==> config.mk <==
export PLATFORM = sky130hd
export DESIGN_NAME = rvv_backend_pmtrdt_issue
export DESIGN_NICKNAME = d
export VERILOG_FILES = /design/src/rtl/rvv_backend_pmtrdt_issue.sv
export SDC_FILE = /design/constraint.sdc
export NUM_CORES = 1
export LEC_CHECK = 0
export ABC_AREA = 1
export BUFFER_PORTS_ARGS = -buffer_cell sky130_fd_sc_hd__buf_2
export CAP_MARGIN = 20
export CELL_PAD_IN_SITES_DETAIL_PLACEMENT = 0
export CELL_PAD_IN_SITES_GLOBAL_PLACEMENT = 1
export CORE_MARGIN = 2
export CORE_UTILIZATION = 31
export CTS_BUF_LIST = sky130_fd_sc_hd__clkbuf_16
export CTS_CLUSTER_DIAMETER = 120
export CTS_CLUSTER_SIZE = 24
export DETAILED_ROUTE_END_ITERATION = 8
export GPL_TIMING_DRIVEN = 1
export PLACE_DENSITY = 0.75
export SYNTH_ARGS = -nofsm -noshare
export SYNTH_HDL_FRONTEND = slang
export SYNTH_SLANG_ARGS = --single-unit
==> constraint.sdc <==
create_clock -name clk -period 8.3 [get_ports clk]
set_input_delay 1.66 -clock clk [delete_from_list [all_inputs] [get_ports clk]]
set_output_delay 1.66 -clock clk [all_outputs]
set_load 0.03 [all_outputs]
==> src/rtl/rvv_backend_pmtrdt_issue.sv <==
// rtl/rvv_backend_pmtrdt_issue.sv - in-order issue from the PMTRDT RS to the pmtrdt units
//
// Each cycle inspects the two oldest RS slots and pops a prefix of 0, 1 or 2 of them.
// Special uops (RDT/CMP/COMPRESS) go to unit 0 only; PMT uops go to any unit by round-robin.
// Each unit has one output register and a capped in-flight counter.
//
// Ports:
//   clk, rst (async, active-high), flush (sync)
//   rs_vld/rs_cls/rs_last/rs_uop : two oldest RS slots; rs_pop : pop mask (00/01/11)
//   unit_vld/unit_uop/unit_rdy   : per-unit issue handshake
//   unit_done                    : per-unit completion pulse
//   lock0                        : unit 0 bound to a multi-uop special instruction
module rvv_backend_pmtrdt_issue #(
    parameter int NUM_UNIT = 2,
    parameter int UOP_W    = 128,
    parameter int MAX_INFL = 2
) (
    input  logic                           clk,
    input  logic                           rst,
    input  logic                           flush,
    input  logic [1:0]                     rs_vld,
    input  logic [1:0][1:0]                rs_cls,
    input  logic [1:0]                     rs_last,
    input  logic [1:0][UOP_W-1:0]          rs_uop,
    output logic [1:0]                     rs_pop,
    output logic [NUM_UNIT-1:0]            unit_vld,
    output logic [NUM_UNIT-1:0][UOP_W-1:0] unit_uop,
    input  logic [NUM_UNIT-1:0]            unit_rdy,
    input  logic [NUM_UNIT-1:0]            unit_done,
    output logic                           lock0
);

    localparam int RR_W = $clog2(NUM_UNIT);
    // One extra bit of headroom: the OR handshake is not gated by the cap.
    localparam logic [2:0] MAX_I = 3'(MAX_INFL);
    localparam logic [0:0] LK_IDLE   = 1'b0;
    localparam logic [0:0] LK_LOCKED = 1'b1;

    logic [NUM_UNIT-1:0][2:0] infl;
    logic [NUM_UNIT-1:0][2:0] infl_dec;
    logic [NUM_UNIT-1:0]      hs;
    logic [NUM_UNIT-1:0]      elig;
    logic [NUM_UNIT-1:0]      avail1;
    logic [RR_W-1:0]          rr, rr_mid, rr_nxt;
    logic [0:0]               lk_state;
    logic                     lock_mid, lock_nxt;
    logic                     g0, g1;
    logic [RR_W-1:0]          sel0, sel1;
    logic [RR_W:0]            p0, p1;

    assign lock0 = (lk_state == LK_LOCKED);

    // Returns {found, unit}: first set bit of mask scanning from start with wrap-around.
    function automatic logic [RR_W:0] pick(input logic [RR_W-1:0] start, input logic [NUM_UNIT-1:0] mask);
        logic [RR_W:0] res;
        int j;
        res = '0;
        for (int i = 0; i < NUM_UNIT; i++) begin
            j = int'(start) + i;
            if (j >= NUM_UNIT) j = j - NUM_UNIT;
            if (!res[RR_W] && mask[j]) res = {1'b1, RR_W'(j)};
        end
        return res;
    endfunction

    function automatic logic [RR_W-1:0] rr_after(input logic [RR_W-1:0] idx);
        return (int'(idx) == NUM_UNIT - 1) ? '0 : idx + 1'b1;
    endfunction

    always_comb begin
        for (int u = 0; u < NUM_UNIT; u++) begin
            hs[u]       = unit_vld[u] & unit_rdy[u];
            infl_dec[u] = infl[u] - {2'b00, (unit_done[u] && infl[u] != 3'd0)};
            elig[u]     = (!unit_vld[u] || unit_rdy[u]) && (infl_dec[u] < MAX_I);
        end

        g0 = 1'b0; sel0 = '0; rr_mid = rr; lock_mid = lock0;
        p0 = pick(rr, elig);
        if (!flush && rs_vld[0]) begin
            if (rs_cls[0] != 2'd0) begin
                if (elig[0]) begin
                    g0 = 1'b1;
                    lock_mid = !rs_last[0];
                end
            end else if (!lock0 && p0[RR_W]) begin
                // A PMT head under lock is a class mismatch and simply stalls.
                g0 = 1'b1;
                sel0 = p0[RR_W-1:0];
                rr_mid = rr_after(p0[RR_W-1:0]);
            end
        end

        avail1 = elig;
        avail1[sel0] = 1'b0;
        g1 = 1'b0; sel1 = '0; rr_nxt = rr_mid; lock_nxt = lock_mid;
        p1 = pick(rr_mid, avail1);
        if (g0 && rs_vld[1]) begin
            if (rs_cls[1] != 2'd0) begin
                if (avail1[0]) begin
                    g1 = 1'b1;
                    lock_nxt = !rs_last[1];
                end
            end else if (!lock0 && !lock_mid && p1[RR_W]) begin
                // A PMT uop waits to become the oldest slot while unit 0 is locked.
                g1 = 1'b1;
                sel1 = p1[RR_W-1:0];
                rr_nxt = rr_after(p1[RR_W-1:0]);
            end
        end
        rs_pop = {g1, g0};
    end

    always_ff @(posedge clk or posedge rst) begin
        if (rst) begin
            unit_vld <= '0;
            unit_uop <= '0;
            infl     <= '0;
            rr       <= RR_W'(1);
            lk_state <= LK_IDLE;
        end else if (flush) begin
            unit_vld <= '0;
            infl     <= '0;
            rr       <= RR_W'(1);
            lk_state <= LK_IDLE;
        end else begin
            for (int u = 0; u < NUM_UNIT; u++) begin
                infl[u] <= infl_dec[u] + {2'b00, hs[u]};
                if (hs[u]) unit_vld[u] <= 1'b0;
                if (g0 && sel0 == RR_W'(u)) begin
                    unit_vld[u] <= 1'b1;
                    unit_uop[u] <= rs_uop[0];
                end
                if (g1 && sel1 == RR_W'(u)) begin
                    unit_vld[u] <= 1'b1;
                    unit_uop[u] <= rs_uop[1];
                end
            end
            rr       <= rr_nxt;
            lk_state <= lock_nxt ? LK_LOCKED : LK_IDLE;
        end
    end

    for (genvar g = 0; g < NUM_UNIT; g++) begin : g_sva
        a_done_underflow: assert property (@(posedge clk) disable iff (rst)
            !(unit_done[g] && infl[g] == 3'd0));
    end
    a_class_mismatch: assert property (@(posedge clk) disable iff (rst || flush)
        !(lock0 && rs_vld[0] && rs_cls[0] == 2'd0));
    a_pop_prefix: assert property (@(posedge clk) disable iff (rst) rs_pop != 2'b10);

endmodule
==> results of run 1 <==
## worst max-delay path by stage
stage                         endpoint         start
after floorplan                infl[0]           rst
after global placement    unit_uop[65]  unit_done[0]
after detailed placement  unit_uop[87]  unit_done[0]
after CTS                    rs_pop[1]  unit_done[1]
after global routing         rs_pop[1]  unit_done[1]
final                        rs_pop[1]  unit_done[1]
## where the power goes
group          total [mW]  leakage [nW]  internal, mW  switching (mW)
logic                3.47          6.44         0.932            2.53
clock network       0.803         0.203         0.334           0.469
registers            2.29          3.33          1.93           0.359
total                6.56          9.97          3.20            3.36
## critical path, stage by stage
cell	delay (ps)
buf_2	80
inv_1	40
a31oi_1	140
ha_1	170
ha_1	180
inv_1	60
nand2_1	50
nand2_1	80
nor2_4	170
nand2_1	110
nor2_4	200
nand2_1	130
nand2_4	540
buf_2	330
## kinds of logic after synthesis
kind of cell / Yosys count / synth area share
and+or+nand+nor: 959 / 0.288
buffers and inverters: 416 / 0.129
AOI/OAI and AO/OA: 268 / 0.0970
DFF: 266 / 0.478
adders and majority gates: 8 / 0.00718
xor gates and xnor gates: 2 / 0.00126
## synth_stat cells
| cell | n | area [um^2] |
|---|---|---|
| nand2_1 | 668 | 2510 |
| inv_1 | 285 | 1070 |
| dfrtp_1 | 265 | 6630 |
| nand3_1 | 262 | 1310 |
| o21ai_0 | 133 | 666 |
| o21ai_1 | 126 | 631 |
| buf_2 | 81 | 405 |
| buf_4 | 27 | 203 |
| clkbuf_1 | 17 | 63.8 |
| nor2_1 | 11 | 41.3 |
| ha_1 | 8 | 100 |
| nand2_2 | 7 | 43.8 |
| nor2_4 | 6 | 67.6 |
| a21oi_1 | 5 | 25.0 |
| buf_6 | 4 | 45.0 |
| a31oi_1 | 2 | 12.5 |
| inv_2 | 2 | 7.51 |
| nand3_2 | 2 | 20.0 |
| nor2_2 | 2 | 12.5 |
| xor2_1 | 2 | 17.5 |
| a21oi_2 | 1 | 8.76 |
| dfstp_2 | 1 | 26.3 |
| nor3b_1 | 1 | 7.51 |
| o21ai_2 | 1 | 8.76 |
## per-layer routing
metal / wire [um] / vias up / GRT usage / part of all wire
li1: - / 6788 / - / -
met1: 21100 / 6577 / 0.269 / 0.42
met2: 24200 / 454 / 0.353 / 0.48
met3: 3720 / 80 / 0.0534 / 0.073
met4: 1590 / 22 / 0.0653 / 0.031
met5: 150 / - / 0 / 0.0030
## registers in the layout (all words and copies together), names as in the netlist
name and count:
rr 1, unit_uop 256, unit_vld 2, lock0 1
infl 6
## layout make-up
type                    instances  area share
flip-flops and latches        266       0.387
multi-input cells            1237       0.320
repair buffers                544       0.163
inverters                     287      0.0629
well taps                     592      0.0430
clock buffers                  15      0.0218
clock inverters                 4     0.00189
diodes                          4    0.000581
## through the flow
| stage | setup WS [ps] | total power, mW | hold slack (ps) | instances | instance area (um^2) |
|---|---|---|---|---|---|
| floorplan | 3130 | 4.64 | 629 | 1919 | 13900 |
| global placement | 2470 | 5.78 | 458 | 2925 | 16800 |
| detailed placement | 2400 | 5.82 | 460 | 2925 | 16800 |
| CTS | 2660 | 6.65 | 487 | 2944 | 17200 |
| global route | 2440 | 7.01 | 501 | 2947 | 17200 |
| finish | 2700 | 6.56 | 481 | 2949 | 17200 |
==> impl_metrics.json, run 1 <==
{
  "status": "complete, no violations",
  "clock-sinks": 266,
  "r2r_slack_ps": 3750,
  "worstPathArrival_ps": 3940,
  "fin_skew_ps": 30.2,
  "overflow": 0,
  "reg2regPathDepth": 17,
  "die_area_um2": 46700,
  "cts_resized": 0,
  "gp_congestion": 0.861,
  "grt_pass1_vias": 13390,
  "syn_nets": 2198,
  "slew-limit-headroom": 0.299,
  "syn_avg_cell_area_um2": 7.26,
  "cts_buffer_depth": 3,
  "drive_above_1_share": 0.249,
  "slew_violations": 0,
  "tritoncts": "yes",
  "grt_usage": 0.211,
  "final_util": 0.388,
  "rr_endpoint": "unit_uop[87]",
  "setup_tns_ps": 0,
  "final_period_minus_worst_setup_slack_ps": 5600,
  "holdBufCountCts": 0,
  "start_kind": "input port",
  "vias_per_cell": 4.72,
  "whs_path_depth": 2,
  "num_rows": 77,
  "hold_start": "unit_uop[106]",
  "layout_commonest_cell": "nand2_1",
  "fmax_mhz": 178,
  "antenna_left": 0,
  "rsz0062_at_grt": "no",
  "setup_viol": 0,
  "cts_buffers": 15,
  "timing.rr.start": "infl[2]",
  "port_buffers": 531,
  "io_pins": 532,
  "fillCellCount": 4839,
  "avgRoutedWirePerCell_um": 17.2,
  "tightest_slew_ps": 1050,
  "grt_max_degree": 258,
  "cts_setup_buffers": 0,
  "hpwl_um": 35600,
  "seqCellArea_um2": 6660,
  "grt_pass1_wl_um": 78400,
  "routed_wl_um": 50700,
  "coreArea_um2": 44300,
  "synthToLayoutAreaGrowth_pct": 23.6,
  "min_to": "unit_uop[106]",
  "cellLeakagePower_nw": 9.97,
  "dr.pass1.iters": 5,
  "worstPathMaxFanout": 56,
  "die_x_um": 216,
  "final_cell_mix": "668 x nand2_1, 531 x buf_2, 285 x inv_1",
  "post-route-drc-count": 0,
  "p_per_area_nw_per_um2": 381,
  "critPathKind": "input port to primary output",
  "die_y_um": 216,
  "initial_core_util": 0.314,
  "synth.distinct_cells": 24,
  "htreeDepth": 1,
  "synth_seq_cells": 266,
  "cts_root_buffer": "clkbuf_16",
  "synth-seq-area-share": 0.478,
  "max_cap_violations": 0,
  "endpoint_kind": "primary output",
  "synth_warnings": 0,
  "syn_inst": 1919,
  "antenna_found_initial": 14,
  "multi_input_area_um2": 5510,
  "min_path_type": "flop to flop",
  "path_clk_slew_ps": 100,
  "peakVddDrop_v": 0.000177,
  "finalCritPeriodShare": 0.675,
  "via_count": 13921,
  "required_ps": 6640,
  "final_nets": 2630,
  "hold_viol": 0,
  "syn_area_um2": 13900,
  "clock_latency_ps": 510,
  "drt-initial-drc-count": 945
}
(Power assumes the default switching activity.)
==> run 2, diff against run 1 <==
--- a/config.mk
+++ b/config.mk
@@ -5,19 +5,19 @@
 export SDC_FILE = /design/constraint.sdc
 export NUM_CORES = 1
 export LEC_CHECK = 0
-export ABC_AREA = 1
+export ABC_AREA = 0
 export BUFFER_PORTS_ARGS = -buffer_cell sky130_fd_sc_hd__buf_2
 export CAP_MARGIN = 20
 export CELL_PAD_IN_SITES_DETAIL_PLACEMENT = 0
 export CELL_PAD_IN_SITES_GLOBAL_PLACEMENT = 1
 export CORE_MARGIN = 2
-export CORE_UTILIZATION = 31
+export CORE_UTILIZATION = 35
 export CTS_BUF_LIST = sky130_fd_sc_hd__clkbuf_16
 export CTS_CLUSTER_DIAMETER = 120
 export CTS_CLUSTER_SIZE = 24
 export DETAILED_ROUTE_END_ITERATION = 8
 export GPL_TIMING_DRIVEN = 1
-export PLACE_DENSITY = 0.75
+export PLACE_DENSITY = 0.71
 export SYNTH_ARGS = -nofsm -noshare
 export SYNTH_HDL_FRONTEND = slang
 export SYNTH_SLANG_ARGS = --single-unit
==> constraint.sdc (replaced) <==
create_clock -name clk -period 5.3 [get_ports clk]
set_input_delay 1.06 -clock clk [delete_from_list [all_inputs] [get_ports clk]]
set_output_delay 1.06 -clock clk [all_outputs]
set_load 0.03 [all_outputs]
==> run 2 against run 1 <==
Compared with the run above:
- synthesized cell count decreased by 29%
- die area increased by 2.6%
- via count decreased by 7.3%
- final cell count decreased by 18%
- count of clock-buffer cells in the layout unchanged
- wire length increased by 5.5%
- sequential cell count unchanged
- largest power group unchanged
==> impl_metrics.json, run 2 <==
{
  "grt_usage": 0.212,
  "post-route-drc-count": 0,
  "grt_pass1_wl_um": 79700,
  "yosysMostFrequentCell": "mux2i_1",
  "power.share.clock": 0.095,
  "cts_root_buffer": "clkbuf_16",
  "layout_commonest_cell": "buf_2",
  "port_buffers": 531,
  "synth.distinct_cells": 39,
  "hpwl_um": 35100,
  "p_sw_mw": 6.89,
  "avgRoutedWirePerCell_um": 22.1,
  "async_reset_ff_frac": 1.00,
  "final_util": 0.434,
  "syn_nets": 1634,
  "setup_viol": 0,
  "whs_ps": 509,
  "tritoncts": "yes",
  "htreeDepth": 1,
  "hold_viol": 0,
  "vias_per_cell": 5.33,
  "die_x_um": 219,
  "cts_resized": 0,
  "num_rows": 78,
  "cts_buffers": 15,
  "final_cell_mix": "531 x buf_2, 512 x mux2i_1, 265 x dfrtp_1",
  "drive_above_1_share": 0.447,
  "finalCritPeriodShare": 0.862,
  "synth_warnings": 0,
  "worstPathArrival_ps": 3510,
  "clock_latency_ps": 520,
  "synth_seq_cells": 266,
  "syn_area_um2": 16100,
  "initial_core_util": 0.355,
  "required_ps": 4240,
  "synth_area_leader_cell": "dfrtp_1",
  "dr.pass1.iters": 5,
  "top_regs": "unit_uop: 256 flops, infl: 6 flops, unit_vld: 2 flops",
  "endpoint_kind": "primary output",
  "largest_reg_flops": 256,
  "cts_buffer_depth": 3,
  "p_int_mw": 6.59,
  "synthToLayoutAreaGrowth_pct": 22.3,
  "synth-seq-area-share": 0.412,
  "cp_cell_sequence": "buf_2 > o31a_1 > ha_1 > ha_1 > xnor2_1 > nand3_1 > a211o_1 > or4_4 > nand2_1 > buf_2",
  "coreArea_um2": 45500,
  "p_per_area_nw_per_um2": 683,
  "synth_top_area_frac": 0.411,
  "rsz0062_at_grt": "no",
  "top_register": "unit_uop",
  "die_y_um": 219,
  "antenna_found_initial": 14,
  "routed_wl_um": 53500,
  "syn_avg_cell_area_um2": 11.9,
  "synth_edf_count": 0,
  "peakVddDrop_v": 0.00107,
  "synthTopCellsByArea": "dfrtp_1 41%, mux2i_1 32%, mux2_2 8.9%",
  "tightest_slew_ps": 1420,
  "fin_skew_ps": 23.2,
  "antenna_left": 0,
  "cts_setup_buffers": 0,
  "final_nets": 2085,
  "clock-sinks": 266,
  "final_period_minus_worst_setup_slack_ps": 4570,
  "ys.flop_type": "dfrtp_1",
  "gp_congestion": 0.805,
  "fmax_mhz": 219,
  "worstPathMaxFanout": 6,
  "crit_path_max_incr_delay_ps": 550,
  "cellLeakagePower_nw": 8.48,
  "status": "complete, no violations",
  "min_path_type": "flop to flop",
  "r2r_slack_ps": 1330,
  "cp_slowest_cell": "or4_4",
  "overflow": 0,
  "syn_inst": 1355,
  "start_kind": "input port",
  "slew-limit-headroom": 0.0535,
  "power_frac_seq": 0.268,
  "grt_max_degree": 130,
  "p_sw_frac": 0.511,
  "critPathKind": "input port to primary output",
  "seqCellArea_um2": 6660,
  "max_cap_violations": 0,
  "grt_pass1_vias": 13119,
  "slew_violations": 0,
  "die_area_um2": 47900,
  "holdBufCountCts": 0,
  "path_clk_slew_ps": 100,
  "via_count": 12898,
  "p_comb_frac": 0.638,
  "multi_input_area_um2": 8900,
  "ys_top_cells_by_count": "512 x mux2i_1, 265 x dfrtp_1, 131 x a21oi_1",
  "drt-initial-drc-count": 596,
  "io_pins": 532,
  "setup_tns_ps": 0,
  "fillCellCount": 4395
}
run 2: path summary, 6_finish.rpt:
path                                   start       endpoint  cells past startpoint
worst min register to register  unit_uop[47]   unit_uop[47]                      1
max in group asynchronous                rst   unit_uop[23]                      3
worst max-delay path            unit_done[1]      rs_pop[1]                     10
worst min-delay path            unit_uop[47]   unit_uop[47]                      1
worst max register to register       infl[4]  unit_uop[204]                     10
min in group asynchronous                rst   unit_uop[85]                      2
run 2: logic make-up (layout without fill, tap and decap cells):
logic type                 Yosys count  after routing  share of synthesized area
xor gates and xnor gates             5              5                    0.00271
DFF                                266            266                      0.412
buffers and inverters              126            578                     0.0406
adders and majority gates            8              8                    0.00620
muxes                              640            640                      0.407
AOI/OAI and AO/OA                  144            144                     0.0468
and+or+nand+nor                    166            166                     0.0846
other                                0             12                          0
run 2: routing by layer:
layer	routed length (um)	vias up	global-route usage
li1	-	5901	-
met1	22400	6569	0.267
met2	26100	355	0.354
met3	3710	67	0.0561
met4	1270	6	0.0649
met5	42	-	0
run 2: critical path, delay by kind of cell:
| kind | cells | cell delay (ps) |
|---|---|---|
| AOI/OAI and AO/OA | 2 | 470 |
| xor gates and xnor gates | 1 | 260 |
| adders and majority gates | 2 | 360 |
| buffers and inverters | 2 | 360 |
| and+or+nand+nor | 3 | 990 |
run 2: metrics by stage:
stage          area (um^2)  instances  power, mW  setup slack [ps]
2_1_floorplan        16100       1355       9.71               729
3_3_place_gp         19300       2389       12.2               794
3_5_place_dp         19300       2389       12.3               727
4_1_cts              19700       2407       13.6               709
5_1_grt              19700       2417       14.2               546
6_report             19700       2419       13.5               730
run 2: power groups by stage:
stage	clock [mW]	combinational (mW)	sequential, mW
floorplan	0	4.08	5.63
global placement	0	8.57	3.62
detailed placement	0	8.63	3.65
CTS	1.34	8.64	3.62
global route	1.40	9.04	3.74
finish	1.27	8.59	3.61
run 2: area by class of cell:
class                   count  area share
inverters                  10     0.00209
well taps                 600      0.0380
multi-input cells         963       0.451
flip-flops and latches    266       0.337
clock inverters             3     0.00171
diodes                     12     0.00152
repair buffers            550       0.149
clock buffers              15      0.0190
==> run 3, diff against run 2 <==
--- a/config.mk
+++ b/config.mk
@@ -17,7 +17,7 @@
 export CTS_CLUSTER_SIZE = 24
 export DETAILED_ROUTE_END_ITERATION = 8
 export GPL_TIMING_DRIVEN = 1
-export PLACE_DENSITY = 0.71
+export PLACE_DENSITY_LB_ADDON = 0.2
 export SYNTH_ARGS = -nofsm -noshare
 export SYNTH_HDL_FRONTEND = slang
 export SYNTH_SLANG_ARGS = --single-unit
==> run 3 against run 2 <==
Compared with the run above:
- via count decreased by 1.1%
- fmax grew 0.92%
- register-to-register slack improved by 300 ps
- critical path depth stayed put
- sequential power is essentially flat
- count of clock-buffer cells in the layout stayed put
- critical path type unchanged
- largest cell class unchanged
==> impl_metrics.json, run 3 (synthesized netlist as in run 2, its figures left out) <==
{
  "final_period_minus_worst_setup_slack_ps": 4530,
  "initial_core_util": 0.355,
  "timing.rr.start": "infl[4]",
  "final_cell_mix": "531 x buf_2, 512 x mux2i_1, 265 x dfrtp_1",
  "status": "complete, no violations",
  "rsz0062_at_grt": "no",
  "io_pins": 532,
  "vias_per_cell": 5.26,
  "min_path_type": "flop to flop",
  "cts_buffer_depth": 3,
  "antenna_found_initial": 16,
  "cts_buffers": 15,
  "port_buffers": 531,
  "die_area_um2": 47900,
  "required_ps": 4240,
  "slew_violations": 0,
  "final_nets": 2085,
  "peakVddDrop_v": 0.000707,
  "hpwl_um": 35100,
  "dr.pass1.iters": 4,
  "cts_setup_buffers": 0,
  "drt-initial-drc-count": 625,
  "largest_reg_flops": 256,
  "holdBufCountCts": 0,
  "cts_resized": 0,
  "setup_viol": 0,
  "drive_above_1_share": 0.446,
  "whs_path_depth": 1,
  "grt_pass1_vias": 13126,
  "avgRoutedWirePerCell_um": 22.7,
  "clock-sinks": 266,
  "die_y_um": 219,
  "start_kind": "input port",
  "tritoncts": "yes",
  "coreArea_um2": 45500,
  "min_to": "unit_uop[92]",
  "die_x_um": 219,
  "overflow": 0,
  "antenna_left": 0,
  "grt_usage": 0.222,
  "cellLeakagePower_nw": 8.52,
  "r2r_slack_ps": 1630,
  "synthToLayoutAreaGrowth_pct": 22.6,
  "path_clk_slew_ps": 80,
  "rr_endpoint": "unit_uop[98]",
  "post-route-drc-count": 0,
  "hold_viol": 0,
  "top_register": "unit_uop",
  "setup_tns_ps": 0,
  "reg2regPathDepth": 10,
  "seqCellArea_um2": 6660,
  "htreeDepth": 1,
  "layout_commonest_cell": "buf_2",
  "cts_root_buffer": "clkbuf_16",
  "gp_congestion": 0.805,
  "top_regs": "unit_uop: 256 flops, infl: 6 flops, unit_vld: 2 flops",
  "multi_input_area_um2": 8900,
  "fin_skew_ps": 16.2,
  "whs_ps": 511,
  "grt_pass1_wl_um": 82900,
  "num_rows": 78,
  "endpoint_kind": "primary output",
  "critPathKind": "input port to primary output",
  "grt_max_degree": 132,
  "clock_latency_ps": 520,
  "p_per_area_nw_per_um2": 686,
  "fmax_mhz": 221,
  "routed_wl_um": 55000,
  "worstPathArrival_ps": 3470,
  "tightest_slew_ps": 1040,
  "finalCritPeriodShare": 0.854,
  "slew-limit-headroom": 0.308,
  "max_cap_violations": 0,
  "hold_start": "unit_uop[92]",
  "worstPathMaxFanout": 6,
  "fillCellCount": 4451,
  "via_count": 12757
}
run 3: changes by cell type in the layout (fill, tap and decap cells not counted), sizes merged:
cell / previous run / this run
inv: 12 / 14
clkinv: 0 / 1
clkinvlp: 1 / 2
diode: 12 / 13
run 3: final cells by class:
class                           count  area share
Timing Repair Buffer              550       0.151
Antenna cell                       13     0.00164
Clock buffer                       15      0.0190
Inverter                           10     0.00209
Sequential cell                   266       0.336
Multi-Input combinational cell    963       0.450
Tap cell                          600      0.0379
Clock inverter                      7     0.00215
run 3: worst max-delay path: stages:
cell,delay (ps)
buf_2,100
o31a_1,90
ha_1,180
ha_1,190
xnor2_1,260
nand3_1,310
a211o_1,370
or4_4,550
nand2_1,80
buf_2,250
run 3: power by group:
part	internal [mW]	switching, mW	leakage [nW]
sequential	3.07	0.525	3.16
clock	0.528	0.768	0.217
combinational	3.04	5.64	5.13
total	6.64	6.93	8.52
run 3: worst max path at each step:
stage	from	to	slack [ps]	depth (start not counted)
6_report	unit_done[1]	rs_pop[1]	770	10
4_1_cts	unit_done[1]	rs_pop[1]	760	10
3_5_place_dp	unit_done[1]	rs_pop[1]	760	10
2_1_floorplan	rst	infl[0]	730	1
5_1_grt	infl[4]	rs_pop[1]	650	9
3_3_place_gp	unit_done[1]	rs_pop[1]	810	10
run 3: through the flow:
stage	utilization	worst slack [ps]	instances	power (mW)	instance area [um^2]
5_1_grt	0.435	655	2419	14.3	19800
4_1_cts	0.434	757	2411	13.7	19800
2_1_floorplan	-	729	1355	9.71	16100
3_5_place_dp	0.425	764	2389	12.4	19300
6_report	0.435	771	2424	13.6	19800
3_3_place_gp	0.425	814	2389	12.3	19300
run 3: layer usage:
layer | up-vias | part of all wire | global-route usage
met2 | 327 | 0.48 | 0.369
met5 | - | 0.0013 | 0
met3 | 62 | 0.066 | 0.0531
met4 | 10 | 0.021 | 0.0579
met1 | 6447 | 0.43 | 0.288
li1 | 5911 | - | -
